`config.mk`:
```
export PLATFORM = sky130hd
export DESIGN_NAME = mole_scheduler
export DESIGN_NICKNAME = d
export VERILOG_FILES = /design/src/rtl/mole_scheduler.sv
export SDC_FILE = /design/constraint.sdc
export NUM_CORES = 1
export LEC_CHECK = 0
export ABC_AREA = 1
export BUFFER_PORTS_ARGS = -buffer_cell sky130_fd_sc_hd__buf_4
export CAP_MARGIN = 10
export CORE_MARGIN = 3
export CORE_UTILIZATION = 50
export DETAILED_ROUTE_END_ITERATION = 6
export GPL_TIMING_DRIVEN = 0
export PLACE_DENSITY = 0.64
export SETUP_SLACK_MARGIN = 0.4
export SLEW_MARGIN = 30
export SYNTH_ARGS = -nofsm -noshare
export SYNTH_HDL_FRONTEND = slang
export SYNTH_SLANG_ARGS = --single-unit
```
`constraint.sdc`:
```
create_clock -name clk -period 10.5 [get_ports clk]
set_input_delay 1.05 -clock clk [delete_from_list [all_inputs] [get_ports clk]]
set_output_delay 1.05 -clock clk [all_outputs]
set_load 0.05 [all_outputs]
```
`src/rtl/mole_scheduler.sv`:
```
// Mole scheduler: picks each mole position from an 8-bit LFSR and times the
// show/gap windows. The show window shrinks with score and ends early on a correct guess.
module mole_scheduler #(
  parameter int unsigned DWELL_BASE = 20000,
  parameter int unsigned DWELL_STEP = 1000,
  parameter int unsigned DWELL_MIN  = 4000,
  parameter int unsigned GAP_CYCLES = 2000,
  parameter logic [7:0]  SEED       = 8'hA5
) (
  input  logic       clk,
  input  logic       rst_n,
  input  logic       i_restart_game,
  input  logic       i_game_over,
  input  logic       guess_correct,
  input  logic [7:0] score,
  output logic [2:0] mole_pos,
  output logic       mole_change,
  output logic       mole_visible,
  output logic [7:0] moles_spawned
);

  typedef enum logic [1:0] {GAP, SHOW, STOPPED} state_t;

  localparam logic [7:0]  SEED_EFF = (SEED == 8'h00) ? 8'h01 : SEED;
  localparam logic [27:0] BASE28   = 28'(DWELL_BASE);
  localparam logic [27:0] STEP28   = 28'(DWELL_STEP);
  localparam logic [27:0] MIN28    = 28'(DWELL_MIN);
  localparam logic [27:0] GAP_LAST = 28'(GAP_CYCLES - 1);

  state_t      state, state_next;
  logic [27:0] cnt, cnt_next;
  logic [27:0] dwell, dwell_next;
  logic [7:0]  lfsr, lfsr_next;
  logic [2:0]  pos_next;
  logic        change_next, visible_next;
  logic [7:0]  spawned_next;
  logic [27:0] product, dwell_calc;
  logic [2:0]  candidate, spawn_pos;

  // Guarding against the product before subtracting keeps the dwell from wrapping.
  always_comb begin
    product    = 28'(score) * STEP28;
    dwell_calc = (product >= (BASE28 - MIN28)) ? MIN28 : (BASE28 - product);
    candidate  = lfsr[2:0];
    spawn_pos  = (candidate == mole_pos) ? (candidate + 3'd1) : candidate;
    lfsr_next  = {lfsr[6:0], lfsr[7] ^ lfsr[5] ^ lfsr[4] ^ lfsr[3]};
  end

  always_comb begin
    state_next   = state;
    cnt_next     = cnt;
    dwell_next   = dwell;
    pos_next     = mole_pos;
    change_next  = 1'b0;
    visible_next = mole_visible;
    spawned_next = moles_spawned;

    if (i_restart_game) begin
      state_next   = GAP;
      cnt_next     = '0;
      pos_next     = '0;
      visible_next = 1'b0;
      spawned_next = '0;
    end else if (i_game_over) begin
      state_next   = STOPPED;
      cnt_next     = '0;
      visible_next = 1'b0;
    end else begin
      unique case (state)
        GAP: begin
          if (cnt == GAP_LAST) begin
            state_next   = SHOW;
            cnt_next     = '0;
            pos_next     = spawn_pos;
            change_next  = 1'b1;
            visible_next = 1'b1;
            dwell_next   = dwell_calc;
            if (moles_spawned != 8'hFF) spawned_next = moles_spawned + 8'd1;
          end else begin
            cnt_next = cnt + 28'd1;
          end
        end
        SHOW: begin
          if (guess_correct || (cnt == dwell - 28'd1)) begin
            state_next   = GAP;
            cnt_next     = '0;
            visible_next = 1'b0;
          end else begin
            cnt_next = cnt + 28'd1;
          end
        end
        STOPPED: begin
          visible_next = 1'b0;
        end
        default: state_next = GAP;
      endcase
    end
  end

  // The LFSR keeps shifting through restart and game over; only reset reloads it.
  always_ff @(posedge clk) begin
    if (!rst_n) begin
      state         <= GAP;
      cnt           <= '0;
      dwell         <= BASE28;
      lfsr          <= SEED_EFF;
      mole_pos      <= '0;
      mole_change   <= 1'b0;
      mole_visible  <= 1'b0;
      moles_spawned <= '0;
    end else begin
      state         <= state_next;
      cnt           <= cnt_next;
      dwell         <= dwell_next;
      lfsr          <= lfsr_next;
      mole_pos      <= pos_next;
      mole_change   <= change_next;
      mole_visible  <= visible_next;
      moles_spawned <= spawned_next;
    end
  end

endmodule

```
==> reports/qor.csv, run 1 <==
stage,metric,value,unit
place,IO buf count,25,
clock_tree,TritonCTS Buffers,9,
sta,post-route setup TNS,0,ps
power,Clock power frac,24.2,%
setup_path,Most Frequent Cell on Critical Path,fa_1,
floorplan,num rows,37,
sta,Final Hold Fails,0,
clock_tree,post-CTS resize count,0,
floorplan,Die Y,111,µm
global_route,gr usage total,21.0,%
yosys,post-synthesis xor/xnor area fraction,8.26,%
detailed_routing,DR pass1 iterations,4,
clock_tree,htree depth,3,
yosys,register area share after synthesis,24.3,%
yosys,Netlist Area Pre-Place,5510,µm²
finish,fin util,58.0,%
detailed_routing,Post-Route WL,12500,µm
yosys,commonest register cell after synthesis,dfxtp_1,
sta,Least-Margin Pin Slew,483,ps
detailed_routing,routed wire length per instance,13.0,µm
yosys,most instantiated cells after synthesis,"nand2_1 (152), inv_1 (128), nor2_1 (96)",
setup_path,CP top delay family,adder cells,
detailed_routing,Iter 0 DRT Violations,288,
job,Max Cap Violations,0,
yosys,Post-Syn Instances,791,
worst_hold_path,worst min path class,flop to flop,
finish,Inserted Diodes,0,
yosys,post-synthesis mux area share,0,%
finish,area of the multi-input gates,3630,µm²
setup_path,"Req. time, crit path",10730,ps
power,internal power,0.587,mW
yosys,syn nets,872,
floorplan,starting density of the core,52.5,%
global_route,initial antenna violation count,0,
place,Post-Place Cell Area,5870,µm²
global_route,largest net degree at the start of global routing,12,
clock_tree,post-CTS setup buffer count,0,
finish,nets@finish,908,
yosys,Synth top area share,24.3,%
place,Detailed Place HPWL,10300,µm
yosys,Synth Register Bits,67,
clock_tree,cts hold-fix bufs,0,
global_route,vias in the first global route,4876,
finish,post-route cell area,6090,µm²
setup_path,worst path arrival time,5380,ps
setup_path,Crit Path Category,input port to flop,
power,Combinational Power Share,49.2,%
clock_tree,CTS Buffer Depth,2,
clock_tree,CTS sink cnt,67,
yosys,largest family of logic cells by synthesized area,simple AND/OR/NAND/NOR gates,
sta,max_slew headroom,67.5,%
yosys,post-synthesis compound-gate area fraction,7.44,%
setup_path,Worst setup SP type,input port,
global_route,global-route wire length before repair,21800,µm
sta,# setup viols final,0,
setup_path,WP buf/inv,4,
power,total power,0.978,mW
setup_path,crit-path max FO,8,
finish,synthesis-to-finish area growth,10.5,%
yosys,"top cells by area, synth","dfxtp_1 (24%), ha_1 (11%), nand2_1 (10%)",
status,status,"finished, final reports clean",
power,Net Switching,0.391,mW
setup_path,Crit path largest cell delay,530,ps
yosys,post-synthesis average cell area,6.97,µm²
sta,"Slew Viols, Final",0,
setup_path,Critical Path End Type,flop,
clock_tree,CTS root buffer,clkbuf_8,
detailed_routing,via count,5015,
power,P per Cell Area,161,nW/µm²
global_route,"Remaining Overflow, GRT",0,
power,Seq pwr share,26.6,%
yosys,Synthesis Warnings,0,
clock_tree,clock latency on the worst-skew pair,340,ps
power,leak pwr,2.70,nW
yosys,async set-reset flop share out of synthesis,0,%
floorplan,Chip Width,111,µm
yosys,Yosys cell types,41,
detailed_routing,Remaining DRCs,0,
detailed_routing,Via density,5.18,
yosys,Synth area leader,dfxtp_1,
yosys,"count leader, synth",nand2_1,
finish,Reg area,1340,µm²
finish,Fill cells,1014,
finish,layout cells sized above 1,9.50,%
sta,final period utilization,49.1,%
yosys,adder-cell share of the synthesized area,18.3,%
setup_path,"Max stage delay cell, worst path",fa_1,
floorplan,I/O pins,26,
clock_tree,Clock transition at path regs,70,ps
clock_tree,CTS tree,done,
yosys,"EDFF count, synth",0,
floorplan,die area,12300,µm²
sta,Max Freq,194,MHz
yosys,post-synthesis simple-gate area fraction,31.8,%
sta,RSZ-0062 raised after global routing,false,
detailed_routing,DRT antenna net count,0,
sta,Final Skew,9.15,ps
sta,Final min period,5160,ps
setup_path,crit path cell chain,buf_4 -> fa_1 -> inv_1 -> fa_1 -> fa_1 -> fa_1 -> inv_1 -> ha_1 -> a21oi_1 -> a21boi_1 -> o21ai_0 -> xnor2_1 -> nor2_1 -> nor2_4 -> inv_1 -> o21ai_0 -> nand2_1,
place,routability cong.,0.929,
floorplan,core area,10500,µm²
power,Net Sw Frac,40.0,%
power,maximum vdd drop,0.000104,V
## power by group through the flow
stage | Clock (mW) | Combinational (mW) | Sequential [mW]
finish | 0.237 | 0.481 | 0.260
floorplan | 0 | 0.382 | 0.265
CTS | 0.243 | 0.482 | 0.260
global placement | 0 | 0.466 | 0.266
global route | 0.253 | 0.548 | 0.260
detailed placement | 0 | 0.478 | 0.266
## per-layer routing
layer | GRT usage (%) | vias up | wire length, µm | part of all wire, %
met3 | 4.42 | 12 | 542 | 4.3
met5 | 0 | - | 0 | 0
li1 | - | 2582 | - | -
met2 | 33.3 | 103 | 5580 | 44
met4 | 5.68 | 0 | 141 | 1.1
met1 | 29.2 | 2318 | 6280 | 50
## per-stage QoR
stage | setup slack [ps] | instances | hold WS (ps)
finish | 5340 | 968 | 419
global route | 5030 | 968 | 441
CTS | 5370 | 968 | 422
detailed placement | 5010 | 952 | 407
global placement | 5060 | 952 | 400
floorplan | 5600 | 791 | 393
## flip-flops by register name, summed over array words and instances (netlist names)
name           cells
state              2
mole_visible       1
lfsr               8
mole_change        1
moles_spawned      8
cnt               28
dwell             16
mole_pos           3
## final cells by class
cell class,instances,area share [%]
Inverter,131,8.07
Buffer,8,0.863
Sequential cell,67,22.0
Tap cell,136,2.79
Clock buffer,12,2.38
Clock inverter,4,1.21
Multi-Input combinational cell,585,59.6
Timing Repair Buffer,25,3.08
## layout by cell type (no fill, tap or decap), types with 3 or more instances in the layout
| master | count |
|---|---|
| nor3_1 | 21 |
| ha_1 | 47 |
| o21bai_1 | 3 |
| dfxtp_1 | 67 |
| buf_4 | 25 |
| nand2_1 | 152 |
| clkbuf_8 | 10 |
| nand2_2 | 5 |
| nand3b_1 | 3 |
| nor4_1 | 6 |
| fa_1 | 21 |
| or2_2 | 11 |
| nor2_2 | 7 |
| clkbuf_1 | 4 |
| inv_1 | 128 |
| nand3_1 | 61 |
| xor2_1 | 32 |
| a21oi_1 | 39 |
| nor2_1 | 96 |
| nand4_1 | 12 |
| xnor2_1 | 20 |
| nor2_4 | 3 |
| o21ai_0 | 28 |
## cell families after synthesis
family          count (synthesis)
compound gates                 78
xor+xnor                       52
fa+ha+maj                      68
buf+inv                       139
flops                          67
simple gates                  387
## final timing paths
check | start | end | slack (ps) | depth (start not counted)
max | score[1] | dwell[9] | 5340 | 17
min | lfsr[6] | lfsr[7] | 420 | 1
max reg2reg | dwell[3] | cnt[18] | 7970 | 18
min reg2reg | lfsr[6] | lfsr[7] | 420 | 1
No activity file was read; power rests on OpenSTA's default activity.
==> run 2, diff against run 1 <==
Clock period 10.5 ns to 5.05 ns, I/O delays scaled along.
==> run 2 against run 1 <==
Against the previous run:
- critical path depth unchanged
- first-iteration DRC count decreased by 1.0%
- clock skew about the same
- die area unchanged
- sequential power increased by 110%
- non-clock buffer count increased by 2
- sequential cell count unchanged
- global-route usage unchanged
- register-to-register slack got worse by 5500 ps
- largest cell class unchanged
- largest power group unchanged
==> reports/qor.csv, run 2 (same netlist as run 1, synthesis figures left out) <==
stage,metric,value,unit
worst_hold_path,worst min path class,input port to flop,
clock_tree,Clock transition at path regs,70,ps
finish,"commonest cells after routing, fill and taps aside","nand2_1 (152), inv_1 (128), nor2_1 (96), dfxtp_1 (67), nand3_1 (61)",
sta,Final min period,4450,ps
place,IO buf count,25,
status,status,"finished, final reports clean",
global_route,global-route wire length before repair,21800,µm
setup_path,crit-path max FO,7,
clock_tree,htree depth,3,
finish,fin util,58.4,%
finish,Inserted Diodes,0,
setup_path,crit path cell chain,buf_4 -> fa_1 -> inv_1 -> fa_1 -> fa_1 -> fa_1 -> inv_1 -> ha_1 -> a21oi_1 -> a21boi_2 -> o21ai_0 -> xnor2_1 -> nor2_1 -> nor2_4 -> inv_1 -> o21ai_0 -> nand2_1,
setup_path,Critical Path End Type,flop,
sta,"Slew Viols, Final",0,
setup_path,worst path arrival time,4670,ps
global_route,gr usage total,21.0,%
sta,Final WS setup,603,ps
sta,max_slew headroom,67.7,%
finish,nets@finish,910,
detailed_routing,Post-Route WL,12600,µm
setup_path,"Req. time, crit path",5280,ps
sta,Final Hold Fails,0,
setup_path,Crit Path Category,input port to flop,
global_route,"Remaining Overflow, GRT",0,
detailed_routing,Iter 0 DRT Violations,285,
sta,Max Freq,225,MHz
clock_tree,clock latency on the worst-skew pair,340,ps
finish,layout cells sized above 1,10.2,%
finish,Largest Register,cnt,
finish,post-route cell area,6130,µm²
place,routability cong.,0.929,
sta,post-route setup TNS,0,ps
finish,registers with the most flip-flops,"cnt x28, dwell x16",
finish,final std cells w/o fill,970,
place,Post-Place Cell Area,5870,µm²
detailed_routing,DR pass1 iterations,4,
detailed_routing,DRT antenna net count,0,
floorplan,core area,10500,µm²
sta,final period utilization,88.1,%
sta,worst hold margin,402,ps
power,total power,2.10,mW
floorplan,die area,12300,µm²
floorplan,starting density of the core,52.5,%
detailed_routing,routed wire length per instance,13.0,µm
detailed_routing,via count,5012,
place,Detailed Place HPWL,10300,µm
setup_path,"Max stage delay cell, worst path",fa_1,
floorplan,Chip Width,111,µm
floorplan,Die Y,111,µm
job,Max Cap Violations,0,
sta,RSZ-0062 raised after global routing,false,
setup_path,R2R setup slack,2500,ps
finish,max reg flops,28,
place,worst slack at placement,102,ps
clock_tree,CTS sink cnt,67,
sta,Least-Margin Pin Slew,480,ps
clock_tree,cts hold-fix bufs,0,
finish,synthesis-to-finish area growth,11.2,%
power,P per Cell Area,342,nW/µm²
detailed_routing,Remaining DRCs,0,
global_route,initial antenna violation count,0,
floorplan,I/O pins,26,
setup_path,Worst setup SP type,input port,
place,Inst Count DP,952,
detailed_routing,Via density,5.17,
clock_tree,CTS Buffer Depth,2,
clock_tree,TritonCTS Buffers,9,
floorplan,num rows,37,
global_route,vias in the first global route,4876,
setup_path,Crit path largest cell delay,530,ps
clock_tree,CTS root buffer,clkbuf_8,
sta,# setup viols final,0,
clock_tree,CTS tree,done,
power,maximum vdd drop,0.000207,V
finish,"most common cell after layout, fill and taps aside",nand2_1,
power,leak pwr,2.71,nW
global_route,largest net degree at the start of global routing,12,
setup_path,Most Frequent Cell on Critical Path,fa_1,
sta,Final Skew,9.49,ps
-- run 2: layer usage --
| layer | GRT usage [%] | vias up | wire [µm] |
|---|---|---|---|
| li1 | - | 2586 | - |
| met1 | 29.2 | 2303 | 6250 |
| met2 | 33.3 | 110 | 5650 |
| met3 | 4.42 | 13 | 558 |
| met4 | 5.68 | 0 | 153 |
| met5 | 0 | - | 0 |
-- run 2: critical path: cells and delay by family --
| family | cells | cell delay, ps |
|---|---|---|
| fa+ha+maj | 5 | 2360 |
| compound gates | 4 | 830 |
| buf+inv | 4 | 330 |
| xor+xnor | 1 | 290 |
| simple gates | 3 | 360 |
-- run 2: cell type report --
| class | count | area (µm²) |
|---|---|---|
| repair buffers | 27 | 203 |
| plain buffers | 8 | 52.6 |
| inverters | 131 | 492 |
| clock buffers | 12 | 145 |
| well taps | 136 | 170 |
| multi-input cells | 585 | 3650 |
| fillers | 1011 | 4380 |
| flip-flops and latches | 67 | 1340 |
| clock inverters | 4 | 73.8 |
-- run 2: where the power goes --
part           total [mW]  internal, mW  leakage (nW)  switching (mW)
Sequential          0.540         0.535         0.543         0.00582
Clock               0.491         0.292         0.111           0.199
Combinational        1.07         0.441          2.05           0.626
Total                2.10          1.27          2.71           0.831
-- run 2: repair_timing --
item | 4_1_cts | 5_1_grt
setup buffers | 0 | 2
endpoints found under the setup margin | 0 | 12
gates resized for setup | 0 | 6
hold endpoints to repair | 0 | 0
-- run 2: final timing paths --
kind,from,end,depth (start not counted)
hold reg to reg,lfsr[6],lfsr[7],1
setup reg to reg,dwell[3],cnt[26],17
hold / removal,rst_n,lfsr[6],3
setup / recovery,score[1],dwell[10],17
==> run 3, diff against run 2 <==
Settings changed: CORE_UTILIZATION 50 to 40, GPL_TIMING_DRIVEN 0 to unset, PLACE_DENSITY 0.64 to 0.53.
==> run 3 against run 2 <==
Against the previous run:
- core utilization is 12 points lower
- cell count up 3.3%
- via count decreased by 4.6%
- combinational power is 6% lower
- critical path depth rose by 6
- clock power up 25%
- critical path type unchanged
- largest power group unchanged
- highest routed layer unchanged
==> reports/qor.csv, run 3 (same netlist as run 1, synthesis figures left out) <==
stage,metric,value,unit
finish,nets@finish,902,
floorplan,I/O pins,26,
detailed_routing,Iter 0 DRT Violations,271,
global_route,largest net degree at the start of global routing,27,
power,leak pwr,2.71,nW
finish,Inserted Diodes,0,
global_route,"Remaining Overflow, GRT",0,
setup_path,worst reg2reg path startpoint,dwell[3],
finish,"most common cell after layout, fill and taps aside",nand2_1,
setup_path,Crit Path Category,input port to flop,
sta,Least-Margin Pin Slew,612,ps
detailed_routing,routed wire length per instance,12.4,µm
floorplan,starting density of the core,41.3,%
clock_tree,CTS tree,done,
setup_path,"Req. time, crit path",5270,ps
global_route,global-route wire length before repair,21600,µm
sta,final period utilization,86.5,%
setup_path,"Max stage delay cell, worst path",fa_1,
clock_tree,htree depth,3,
detailed_routing,via count,4779,
setup_path,R2R setup slack,2560,ps
clock_tree,CTS root buffer,clkbuf_16,
sta,Final Skew,4.50,ps
status,status,"finished, final reports clean",
finish,registers with the most flip-flops,"cnt x28, dwell x16",
finish,Largest Register,cnt,
global_route,vias in the first global route,4711,
detailed_routing,DR pass1 iterations,4,
worst_hold_path,min-delay src,lfsr[6],
sta,Final Hold Fails,0,
floorplan,Chip Width,123,µm
setup_path,crit path cell chain,buf_4 -> fa_1 -> xor2_1 -> ha_1 -> inv_1 -> fa_1 -> fa_1 -> inv_1 -> ha_1 -> a21oi_1 -> nand2_1 -> nand3_1 -> nand2_1 -> or2_2 -> nand2_1 -> nand3_1 -> inv_1 -> nand2_1 -> nor2_4 -> buf_4 -> nand3_1 -> nand2_1 -> nand2_1,
global_route,met1 Use GR,24.0,%
place,routability cong.,0.884,
power,P per Cell Area,350,nW/µm²
sta,Final min period,4370,ps
clock_tree,CTS sink cnt,67,
clock_tree,CTS Buffer Depth,2,
setup_path,Most Frequent Cell on Critical Path,nand2_1,
setup_path,worst path arrival time,4590,ps
floorplan,core area,13300,µm²
global_route,M3 GR Usage,2.93,%
clock_tree,clock latency on the worst-skew pair,330,ps
clock_tree,TritonCTS Buffers,9,
sta,max_slew headroom,59.2,%
place,Detailed Place HPWL,10200,µm
setup_path,Crit. path cell count,23,
finish,layout cells sized above 1,9.20,%
setup_path,WP buf/inv,5,
worst_hold_path,Hold Path End,lfsr[7],
detailed_routing,DRT antenna net count,0,
clock_tree,cts hold-fix bufs,0,
setup_path,worst-case reg-to-reg path depth,17,
setup_path,r2r endpoint,cnt[21],
global_route,met2 usage,28.4,%
sta,Max Freq,229,MHz
setup_path,Critical Path End Type,flop,
worst_hold_path,worst min path class,flop to flop,
job,Max Cap Violations,0,
finish,synthesis-to-finish area growth,12.3,%
global_route,initial antenna violation count,0,
sta,"Slew Viols, Final",0,
setup_path,Crit path largest cell delay,600,ps
global_route,grt peak-use layer,met2,
setup_path,Worst setup SP type,input port,
detailed_routing,Via density,4.77,
place,IO buf count,25,
global_route,gr usage total,17.5,%
detailed_routing,Post-Route WL,12400,µm
setup_path,crit-path max FO,8,
sta,# setup viols final,0,
detailed_routing,Remaining DRCs,0,
sta,RSZ-0062 raised after global routing,false,
worst_hold_path,Hold Path Cell Cnt,1,
power,maximum vdd drop,0.000187,V
finish,max reg flops,28,
finish,fin util,46.4,%
setup_path,CP top delay family,adder cells,
floorplan,die area,15200,µm²
floorplan,num rows,42,
floorplan,Die Y,123,µm
finish,"commonest cells after routing, fill and taps aside","nand2_1 (152), inv_1 (128), nor2_1 (96), dfxtp_1 (67), nand3_1 (61)",
clock_tree,Clock transition at path regs,50,ps
power,total power,2.17,mW
finish,Fill cells,1431,
sta,post-route setup TNS,0,ps
run 3: per-layer routing:
| layer | part of all wire (%) | vias to the layer above |
|---|---|---|
| li1 | - | 2561 |
| met1 | 51 | 2155 |
| met2 | 45 | 50 |
| met3 | 2.5 | 13 |
| met4 | 1.3 | 0 |
| met5 | 0 | - |
run 3: timing repair:
item	CTS	global route
hold endpoints to repair	0	0
buffers inserted	0	1
gates resized for setup	0	4
endpoints found under the setup margin	0	12
run 3: final cells by class:
class	instances	area [µm²]	area share [%]
repair buffers	27	203	3.27
multi-input cells	585	3650	58.9
clock buffers	14	254	4.10
flip-flops and latches	67	1340	21.7
well taps	176	220	3.56
clock inverters	2	35.0	0.566
inverters	131	492	7.94
run 3: power breakdown:
group	switching, mW	internal (mW)	total [mW]
logic	0.593	0.417	1.01
clock network	0.220	0.396	0.616
registers	0.00567	0.535	0.541
total	0.819	1.35	2.17
run 3: worst max path at each step:
stage	start	end	slack (ps)
6_report	score[0]	dwell[5]	680
3_5_place_dp	score[1]	dwell[7]	200
4_1_cts	score[1]	dwell[11]	570
5_1_grt	score[1]	dwell[4]	420
3_3_place_gp	score[1]	dwell[7]	320
2_1_floorplan	score[1]	dwell[7]	700
run 3: through the flow:
| step | std cells | cell area [µm²] | setup WS (ps) | hold WS, ps |
|---|---|---|---|---|
| floorplan | 791 | 5510 | 697 | 393 |
| global placement | 985 | 5880 | 321 | 399 |
| detailed placement | 985 | 5880 | 198 | 407 |
| CTS | 1001 | 6170 | 566 | 406 |
| global route | 1002 | 6190 | 421 | 426 |
| finish | 1002 | 6190 | 680 | 416 |
